==> src/rtl/edubos5_pkg.sv <==
// Shared types and constants for the edubos5 writeback stage.
package edubos5_pkg;

    typedef logic [31:0] cpu_data_t;

    typedef enum logic {
        WB_IDLE = 1'b0,
        WB_LOAD = 1'b1
    } wb_state_t;

    localparam logic [2:0] LD_B  = 3'b000;
    localparam logic [2:0] LD_H  = 3'b001;
    localparam logic [2:0] LD_W  = 3'b010;
    localparam logic [2:0] LD_BU = 3'b100;
    localparam logic [2:0] LD_HU = 3'b101;

endpackage

==> src/rtl/edubos5_wb_ldext.sv <==
// Load data extraction: selects byte/halfword/word from the raw memory word,
// applies sign/zero extension and flags misaligned or illegal load types.
module edubos5_wb_ldext
    import edubos5_pkg::*;
(
    input  logic [2:0] funct3_i,
    input  logic [1:0] offset_i,
    input  cpu_data_t  word_i,
    output cpu_data_t  data_o,
    output logic       err_o
);

    logic [7:0]  byte_s;
    logic [15:0] half_s;

    assign byte_s = word_i[{offset_i, 3'b000} +: 8];
    assign half_s = offset_i[1] ? word_i[31:16] : word_i[15:0];

    // Extraction and alignment check per load type
    always_comb begin
        data_o = 32'h0000_0000;
        err_o  = 1'b0;
        case (funct3_i)
            LD_B:  data_o = {{24{byte_s[7]}}, byte_s};
            LD_BU: data_o = {24'h00_0000, byte_s};
            LD_H: begin
                if (offset_i[0]) begin
                    err_o = 1'b1;
                end else begin
                    data_o = {{16{half_s[15]}}, half_s};
                end
            end
            LD_HU: begin
                if (offset_i[0]) begin
                    err_o = 1'b1;
                end else begin
                    data_o = {16'h0000, half_s};
                end
            end
            LD_W: begin
                if (offset_i != 2'b00) begin
                    err_o = 1'b1;
                end else begin
                    data_o = word_i;
                end
            end
            default: err_o = 1'b1;
        endcase
    end

endmodule

==> src/rtl/edubos5_wb.sv <==
// Writeback stage: retires ALU results and completes loads into the RF.
// Define EDUBOS5_WB_BYPASS_EN to forward the pending RF write onto rs1/rs2.
module edubos5_wb
    import edubos5_pkg::*;
(
    input  logic       clk,
    input  logic       rst_n,
    input  logic       ex_valid,
    output logic       ex_ready,
    input  logic       ex_is_load,
    input  logic [4:0] ex_rd,
    input  cpu_data_t  ex_data,
    input  logic [2:0] ex_funct3,
    input  logic [1:0] ex_addr_lo,
    input  logic       dmem_rvalid,
    input  cpu_data_t  dmem_rdata,
    output logic [4:0] rf_addr,
    output logic       rf_we,
    output cpu_data_t  rf_wdat,
    input  logic [4:0] rs1_addr,
    input  logic [4:0] rs2_addr,
    input  cpu_data_t  rf_rs1,
    input  cpu_data_t  rf_rs2,
    output cpu_data_t  rs1,
    output cpu_data_t  rs2,
    output logic       load_err
);

    wb_state_t  state_q, state_d;
    logic       ready_q, ready_d;
    logic       we_q, we_d;
    logic [4:0] addr_q, addr_d;
    cpu_data_t  wdat_q, wdat_d;
    logic       err_q, err_d;
    logic [4:0] ld_rd_q, ld_rd_d;
    logic [2:0] ld_f3_q, ld_f3_d;
    logic [1:0] ld_off_q, ld_off_d;
    cpu_data_t  ext_data_s;
    logic       ext_err_s;

    edubos5_wb_ldext u_ldext (
        .funct3_i (ld_f3_q),
        .offset_i (ld_off_q),
        .word_i   (dmem_rdata),
        .data_o   (ext_data_s),
        .err_o    (ext_err_s)
    );

    // Next-state and registered-output computation
    always_comb begin
        state_d  = state_q;
        we_d     = 1'b0;
        addr_d   = addr_q;
        wdat_d   = wdat_q;
        err_d    = 1'b0;
        ld_rd_d  = ld_rd_q;
        ld_f3_d  = ld_f3_q;
        ld_off_d = ld_off_q;
        case (state_q)
            WB_IDLE: begin
                if (ex_valid && ready_q) begin
                    if (ex_is_load) begin
                        ld_rd_d  = ex_rd;
                        ld_f3_d  = ex_funct3;
                        ld_off_d = ex_addr_lo;
                        state_d  = WB_LOAD;
                    end else if (ex_rd != 5'd0) begin
                        we_d   = 1'b1;
                        addr_d = ex_rd;
                        wdat_d = ex_data;
                    end else begin
                        we_d = 1'b0;
                    end
                end else begin
                    state_d = WB_IDLE;
                end
            end
            WB_LOAD: begin
                if (dmem_rvalid) begin
                    state_d = WB_IDLE;
                    if (ext_err_s) begin
                        err_d = 1'b1;
                    end else if (ld_rd_q != 5'd0) begin
                        we_d   = 1'b1;
                        addr_d = ld_rd_q;
                        wdat_d = ext_data_s;
                    end else begin
                        we_d = 1'b0;
                    end
                end else begin
                    state_d = WB_LOAD;
                end
            end
            default: state_d = WB_IDLE;
        endcase
        ready_d = (state_d == WB_IDLE);
    end

    // State and output registers with synchronous active-low reset
    always_ff @(posedge clk) begin
        if (!rst_n) begin
            state_q  <= WB_IDLE;
            ready_q  <= 1'b0;
            we_q     <= 1'b0;
            addr_q   <= 5'd0;
            wdat_q   <= 32'h0000_0000;
            err_q    <= 1'b0;
            ld_rd_q  <= 5'd0;
            ld_f3_q  <= 3'd0;
            ld_off_q <= 2'd0;
        end else begin
            state_q  <= state_d;
            ready_q  <= ready_d;
            we_q     <= we_d;
            addr_q   <= addr_d;
            wdat_q   <= wdat_d;
            err_q    <= err_d;
            ld_rd_q  <= ld_rd_d;
            ld_f3_q  <= ld_f3_d;
            ld_off_q <= ld_off_d;
        end
    end

    assign ex_ready = ready_q;
    assign rf_we    = we_q;
    assign rf_addr  = addr_q;
    assign rf_wdat  = wdat_q;
    assign load_err = err_q;

`ifdef EDUBOS5_WB_BYPASS_EN
    assign rs1 = (we_q && (addr_q == rs1_addr) && (rs1_addr != 5'd0)) ? wdat_q : rf_rs1;
    assign rs2 = (we_q && (addr_q == rs2_addr) && (rs2_addr != 5'd0)) ? wdat_q : rf_rs2;
`else
    assign rs1 = rf_rs1;
    assign rs2 = rf_rs2;
`endif

endmodule

==> config.mk <==
export PLATFORM = sky130hd
export DESIGN_NAME = edubos5_wb
export DESIGN_NICKNAME = d
export VERILOG_FILES = /design/src/rtl/edubos5_pkg.sv /design/src/rtl/edubos5_wb_ldext.sv /design/src/rtl/edubos5_wb.sv
export SDC_FILE = /design/constraint.sdc
export NUM_CORES = 1
export LEC_CHECK = 0
export ABC_AREA = 1
export CORE_AREA = 2 2 100 102
export CTS_CLUSTER_DIAMETER = 120
export DETAILED_ROUTE_END_ITERATION = 16
export DIE_AREA = 0 0 102 104
export DONT_BUFFER_PORTS = 1
export PLACE_DENSITY = 0.55
export SLEW_MARGIN = 20
export SYNTH_ARGS = -nofsm -noshare
export SYNTH_HDL_FRONTEND = slang
export SYNTH_SLANG_ARGS = --single-unit
==> constraint.sdc <==
create_clock -name clk -period 1.5 [get_ports clk]
set_input_delay 0 -clock clk [delete_from_list [all_inputs] [get_ports clk]]
set_output_delay 0 -clock clk [all_outputs]
set_load 0.01 [all_outputs]
* Yosys cells after proc, flatten, opt, wreduce, memory -nomap -nowiden
Index checks and enable logic that the tools add are counted.
** Operators by class
- Equal/unequal tests :: 10
- Shift-type cells :: 1
- Multiplexer cells :: 34
- Bitwise operators :: 2
- Reduce and logical (&&, ||, !) cells :: 10
** Operator list (count)
- $mux W32 :: 8
- $pmux W32 S5 :: 1
- $pmux W32 S2 :: 1
- $mux W16 :: 2
- $shiftx A32 B6 Y8 :: 1
- $mux W5 :: 6
- $mux W1 :: 12
- $ne A2 B2 Y1 const B :: 5
- $pmux W5 S2 :: 1
- $reduce_bool A5 Y1 :: 2
- $eq A3 B3 Y1 const B :: 2
- $reduce_and A3 Y1 :: 2
- $reduce_and A6 Y1 :: 1
- $pmux W1 S2 :: 2
- $reduce_or A2 Y1 :: 2
- $eq A3 B1 Y1 const B :: 1
- $eq A3 B2 Y1 const B :: 1
- $logic_not A3 Y1 :: 1
- $pmux W1 S3 :: 1
- $ne A2 B1 Y1 const B :: 1
- $not A1 Y1 :: 2
- $reduce_bool A2 Y1 :: 1
- $logic_and A1 B1 Y1 :: 1
** Word-level totals
- Register bits after elaboration :: 51
- Bits of input ports :: 153
- Output and inout port bits :: 104
- Logic and storage cells :: 66

* Longest topological paths before layout
- Depth in word-level cells :: 7
- Gate-level depth with buffers :: 11
- Mapped depth without buffers :: 10

* Hierarchy
From an unflattened synthesis, not the netlist that was laid out.
** Second synthesis, totals
- Cell total of the unflattened synthesis :: 570
- Area, all modules :: 3748.6 um^2
** By module, submodules not included
- edubos5_wb :: times used 1, cells each 385, area an instance 2935.3 um^2, sequential area each 1021.0 um^2
- edubos5_wb_ldext :: times used 1, cells each 185, area an instance 813.3 um^2, sequential area each 0.0 um^2

* Worst setup path before layout
Ideal clock, no wire load.
- Kind :: reg-to-reg
- Start point :: reg ld_off_q[1]
- End point :: reg wdat_q[29], in the netlist rf_wdat[29]
- Library setup time :: 117 ps
- Arrival :: 1194 ps
- Required time :: 1383 ps
- Path slack :: 189 ps
- Stages on the path, launching flop included :: 11
- Path buffers :: 2
- Clock period less this slack :: 1311 ps
- Path through :: dfxtp_1 buf_6 nor2_8 nand2_1 nand2_2 nand4_4 nand2_4 buf_6 nand2_1 nor2_1 nor2_1
** Between the ends
- Longest elaborated chain between the ends :: 7
- Elaborated cells on any way between the ends :: 14
- Those cells by class :: eq/ne: 1; shift: 1; mux: 10; reduce/logical: 2
** Ends and longest elaborated chain
- start: declaration :: line edubos5_wb.sv:37 : logic [1:0] ld_off_q, ld_off_d;
- start signal: assignment :: line edubos5_wb.sv:120 : ld_off_q <= ld_off_d;
- parallel branches: the longest is 7 deep, another holds $shiftx A32 B6 Y8
- end signal: assignment :: line edubos5_wb.sv:116 : wdat_q <= wdat_d;
- end: declaration :: line edubos5_wb.sv:33 : cpu_data_t wdat_q, wdat_d;
Several ways; the timed one is not identified. The select of a mux whose other input is x is not followed.
A chain may end at the register's enable or synchronous reset.

* Final worst setup path
- Start point :: reg ld_off_q[1]
- End point :: reg wdat_q[12], in the netlist rf_wdat[12]
** Between the ends
- Longest elaborated chain between the ends :: 7
- Elaborated cells on any way between the ends :: 15
- Those cells by class :: eq/ne: 1; shift: 1; mux: 11; reduce/logical: 2
** Ends and longest elaborated chain
- parallel branches: the longest is 7 deep, another holds $shiftx A32 B6 Y8
Several ways; the timed one is not identified. The select of a mux whose other input is x is not followed.

==> parameters.txt <==
Parameter                              Value

Outcome
  Outcome ... finished, violations left
  Failing checks ... hold timing, setup timing

Run
  Max capacitance violation total ... 0

Worst setup path
  Max incr delay on CP ... roughly 0.34 ns
  Critical path arrival ... around 1.7 ns
  Worst path cell trace ... buf_12 -> nor2_8 -> nand2_2 -> nand2_4 -> nand4_4 -> nand2_8 -> clkbuf_16 -> nand2_1 -> nor2_1 -> nor2_1
  Top Family by Delay on Critical Path ... simple AND/OR/NAND/NOR gates
  Most prevalent standard cell on the critical path ... sky130_fd_sc_hd__nor2_1
  Number of stages on the worst setup path ... 10
  Crit path capture type ... flop
  Slowest cell on the critical path ... sky130_fd_sc_hd__dfxtp_2
  Worst path buffer plus inverter count ... 2
  Largest driver fanout on the critical path ... 11
  Crit Reg-Reg Endpoint ... rf_wdat[12]
  Crit path from ... ld_off_q[1]
  RR Startpoint ... ld_off_q[1]
  Category of the critical setup timing path ... flop to flop
  CP Data Required Time ... roughly 1.7 ns
  Nature of the critical path startpoint ... flop
  Timing endpoint of the critical path ... rf_wdat[12]
  Reg-to-reg setup timing slack ... -0.0004 ns
  Worst r2r path cells ... 10

Placed design
  Minimum setup slack after placement ... -0.0849 ns
  Detailed placer's ending HPWL ... 7730 um
  GPL Wtd Cong ... 0.882
  Count of input and output buffers ... 0
  Placement-stage cell area ... about 3300 um^2

Timing
  Share of the clock period used by the worst path after layout ... 100%
  Max Transition Viols Final ... 0
  Fin crit period ... roughly 1.5 ns
  Worst hold slack ... -0.103 ns
  Setup slack of the critical path after layout ... -0.000438 ns
  Accumulated negative setup slack ... -0.000438 ns
  Count of final hold-check violations ... 6
  Worst-case headroom to the max-slew limit ... between 70% and 80%
  Setup-violating endpoint count in the final report ... 1
  Worst-case clock skew ... between 0.009 and 0.01 ns
  Highest clock frequency the design can meet ... 666 MHz
  Setup repair after global routing missed its margin ... true
  Measured slew at the worst slew-check pin ... roughly 0.38 ns

Final layout
  Post-layout utilization of the core ... about 43%
  Fraction of layout instances using a drive strength above 1 ... 13.9%
  Final nets ... 722
  Number of inserted filler cells in the final layout ... 1046
  Post-route cell area ... 4080 um^2
  Area grow syn2layout ... 12.5%
  Register area ... approximately 1000 um^2
  Area used by multi-input combinational logic ... 1910 um^2
  Number of antenna diodes ... 0

Worst hold path
  Beginning of the worst hold path ... ex_data[19]
  Worst hold-check path type ... input pin to flop

Route
  Router iterations before antenna repair ... 5
  Number of nets with antenna violations after routing ... 0
  Detail-routed net length per standard cell ... roughly 15 um
  Via/cell ratio ... ~5.0
  DRC errors left ... 0
  Vias post-DR ... 3511
  Starting DRT DRC Count ... 217
  Wire length after detailed routing ... about 11000 um

Clocking
  Clock tree from TritonCTS ... done
  TritonCTS sink count ... 51
  Number of buffers added by the clock tree synthesis step ... 5
  Buffer levels on the longest clock path ... 2
  Clock transition at the registers of the reported paths ... about 0.11 ns
  # H-tree levels ... 2
  Clock root buffer ... sky130_fd_sc_hd__clkbuf_8
  Clk_lat worst skew ... between 0.3 and 0.4 ns

Synth
  Area fraction of the dominant cell type after synthesis ... between 20% and 30%
  Total standard cell area after synthesis ... about 3600 um^2
  Top post-synthesis cells by area ... sky130_fd_sc_hd__dfxtp_1, sky130_fd_sc_hd__nand2_1, sky130_fd_sc_hd__buf_4
  Flip-flop and latch count after synthesis ... 51
  Number of instances in the synthesized netlist ... between 500 and 600
  Mean instance size in the synthesized netlist ... approximately 6.1 um^2
  Distinct cell type count of the synthesized netlist ... 27
  Cell taking the most area after synthesis ... sky130_fd_sc_hd__dfxtp_1
  Post-synthesis sequential area ratio ... 28.2%
  Synth Warn # ... 0
  Net count after synthesis ... between 700 and 800

Global route
  GR Util All Layers ... between 10% and 20%
  Number of global-route vias before repair ... roughly 3200
  Overall overflow remaining after global route ... 0
  Antenna violations before repair ... 0
  Global-route wire length before repair ... 15800 um
  Largest net degree at the start of global routing ... 49

Floorplan
  I/O pin total ... ~260
  Site row count ... 36
  Die Width ... between 100 and 150 um
  Core region area ... around 9500 um^2
  Starting utilization of the core area ... around 38%
  Vertical die dimension ... between 100 and 150 um
  Area enclosed by the die boundary ... 10600 um^2

Power and ir drop
  Maximum vdd drop ... 358 uV
  Cell Pwr Density ... about 790 nW/um^2
  Leak ... between 1.5 and 2 nW
repair_timing:
action / CTS / global route
hold buffers: 2 / 37
buffers inserted: 0 / 4
cloned: 0 / 4
setup endpoints to repair: 27 / 38
gates resized for setup: 6 / 26
pin swaps: 0 / 14
endpoints found under the hold margin: 51 / 47
power breakdown:
part	switching, mW	total [mW]	internal [mW]
clock network	0.545	0.890	0.345
registers	0.0891	1.53	1.44
logic	0.449	0.798	0.349
total	1.08	3.21	2.13
tightest hold or removal path, cell delays in order:
cell                      delay (ns)
sky130_fd_sc_hd__nand2_1        0.03
sky130_fd_sc_hd__nand2_1        0.06
sky130_fd_sc_hd__nor2_1         0.04
sky130_fd_sc_hd__nor2_1         0.06
through the flow:
| stage | power (mW) | instances |
|---|---|---|
| floorplan | 2.20 | 590 |
| global placement | 2.16 | 648 |
| detailed placement | 2.17 | 648 |
| CTS | 3.09 | 658 |
| global route | 3.41 | 703 |
| finish | 3.21 | 703 |
synthesized netlist by cell type:
cell	n
sky130_fd_sc_hd__nand2_1	155
sky130_fd_sc_hd__nor2_1	110
sky130_fd_sc_hd__buf_4	66
sky130_fd_sc_hd__a21oi_1	64
sky130_fd_sc_hd__dfxtp_1	51
sky130_fd_sc_hd__o21ai_0	45
sky130_fd_sc_hd__inv_1	20
sky130_fd_sc_hd__o21ai_1	14
sky130_fd_sc_hd__buf_2	12
sky130_fd_sc_hd__nand3_1	12
sky130_fd_sc_hd__buf_6	9
sky130_fd_sc_hd__clkbuf_1	8
sky130_fd_sc_hd__buf_1	3
sky130_fd_sc_hd__nand2_2	3
sky130_fd_sc_hd__nor2_2	3
sky130_fd_sc_hd__or2_2	3
sky130_fd_sc_hd__inv_2	2
sky130_fd_sc_hd__a211oi_1	1
sky130_fd_sc_hd__clkinv_1	1
sky130_fd_sc_hd__inv_4	1
sky130_fd_sc_hd__nand2_4	1
sky130_fd_sc_hd__nand4_1	1
sky130_fd_sc_hd__nand4_4	1
sky130_fd_sc_hd__nor2_8	1
sky130_fd_sc_hd__nor3_1	1
sky130_fd_sc_hd__nor3b_1	1
sky130_fd_sc_hd__o22ai_1	1
logic make-up after synthesis:
kind of cell,Yosys count,share of synthesized area [%]
simple gates,292,32.6
flops,51,28.2
compound gates,125,17.4
buf+inv,122,21.8
layout by cell type, fill, tap and decap left out:
| cell | Yosys | final |
|---|---|---|
| sky130_fd_sc_hd__dfxtp_2 | 0 | 2 |
| sky130_fd_sc_hd__a211oi_1 | 1 | 1 |
| sky130_fd_sc_hd__nand2_1 | 155 | 149 |
| sky130_fd_sc_hd__nor3_2 | 0 | 1 |
| sky130_fd_sc_hd__nor2_1 | 110 | 109 |
| sky130_fd_sc_hd__buf_6 | 9 | 1 |
| sky130_fd_sc_hd__a21oi_1 | 64 | 52 |
| sky130_fd_sc_hd__buf_8 | 0 | 1 |
| sky130_fd_sc_hd__dlygate4sd3_1 | 0 | 38 |
| sky130_fd_sc_hd__inv_4 | 1 | 2 |
| sky130_fd_sc_hd__buf_12 | 0 | 7 |
| sky130_fd_sc_hd__o21ai_1 | 14 | 14 |
| sky130_fd_sc_hd__nand2_8 | 0 | 1 |
| sky130_fd_sc_hd__nand2_2 | 3 | 8 |
| sky130_fd_sc_hd__clkinv_4 | 0 | 1 |
| sky130_fd_sc_hd__nor2_4 | 0 | 2 |
| sky130_fd_sc_hd__o21ai_2 | 0 | 1 |
| sky130_fd_sc_hd__a21oi_2 | 0 | 12 |
| sky130_fd_sc_hd__nand3_1 | 12 | 12 |
| sky130_fd_sc_hd__inv_2 | 2 | 2 |
| sky130_fd_sc_hd__inv_6 | 0 | 2 |
| sky130_fd_sc_hd__clkbuf_16 | 0 | 4 |
| sky130_fd_sc_hd__nor2_2 | 3 | 2 |
| sky130_fd_sc_hd__dfxtp_1 | 51 | 49 |
| sky130_fd_sc_hd__o21ai_0 | 45 | 44 |
| sky130_fd_sc_hd__clkinv_1 | 1 | 1 |
| sky130_fd_sc_hd__nand4_1 | 1 | 1 |
| sky130_fd_sc_hd__nor2_8 | 1 | 1 |
| sky130_fd_sc_hd__inv_1 | 20 | 19 |
| sky130_fd_sc_hd__nand2_4 | 1 | 1 |
| sky130_fd_sc_hd__or2_2 | 3 | 3 |
| sky130_fd_sc_hd__nand4_4 | 1 | 1 |
| sky130_fd_sc_hd__nor3b_1 | 1 | 1 |
| sky130_fd_sc_hd__buf_4 | 66 | 19 |
| sky130_fd_sc_hd__o22ai_1 | 1 | 1 |
| sky130_fd_sc_hd__clkbuf_8 | 0 | 5 |
sequential cells by signal (all words and copies together) (netlist names):
register	count
load_err	1
state_q	1
ld_off_q	2
ex_ready	1
rf_addr	5
rf_wdat	32
ld_rd_q	5
rf_we	1
ld_f3_q	3
how the worst min path moves through the flow:
stage / end / cells past startpoint / slack, ns
2_1_floorplan: rs1[0] / 1 / 0.09
3_3_place_gp: rs1[16] / 0 / 0.00007
3_5_place_dp: rs1[16] / 0 / 0.00007
4_1_cts: rf_wdat[2] / 2 / -0.22
5_1_grt: rf_wdat[19] / 4 / -0.05
6_report: rf_wdat[19] / 4 / -0.10
cell type report:
type | instances | share of cell area (%)
Multi-Input combinational cell | 417 | 46.8
Sequential cell | 51 | 25.1
Timing Repair Buffer | 70 | 19.4
Tap cell | 133 | 4.08
Inverter | 24 | 2.33
Clock buffer | 5 | 1.69
Clock inverter | 3 | 0.645
metal layers:
metal / vias to the layer above / GRT usage (%) / share of wire [%]
met5: - / 0 / 0
met4: 0 / 7.24 / 2.4
met3: 28 / 6.59 / 9.7
met2: 131 / 30.3 / 47
met1: 1589 / 22.5 / 41
li1: 1763 / - / -
Note: power is estimated with default switching activity, not from simulation.
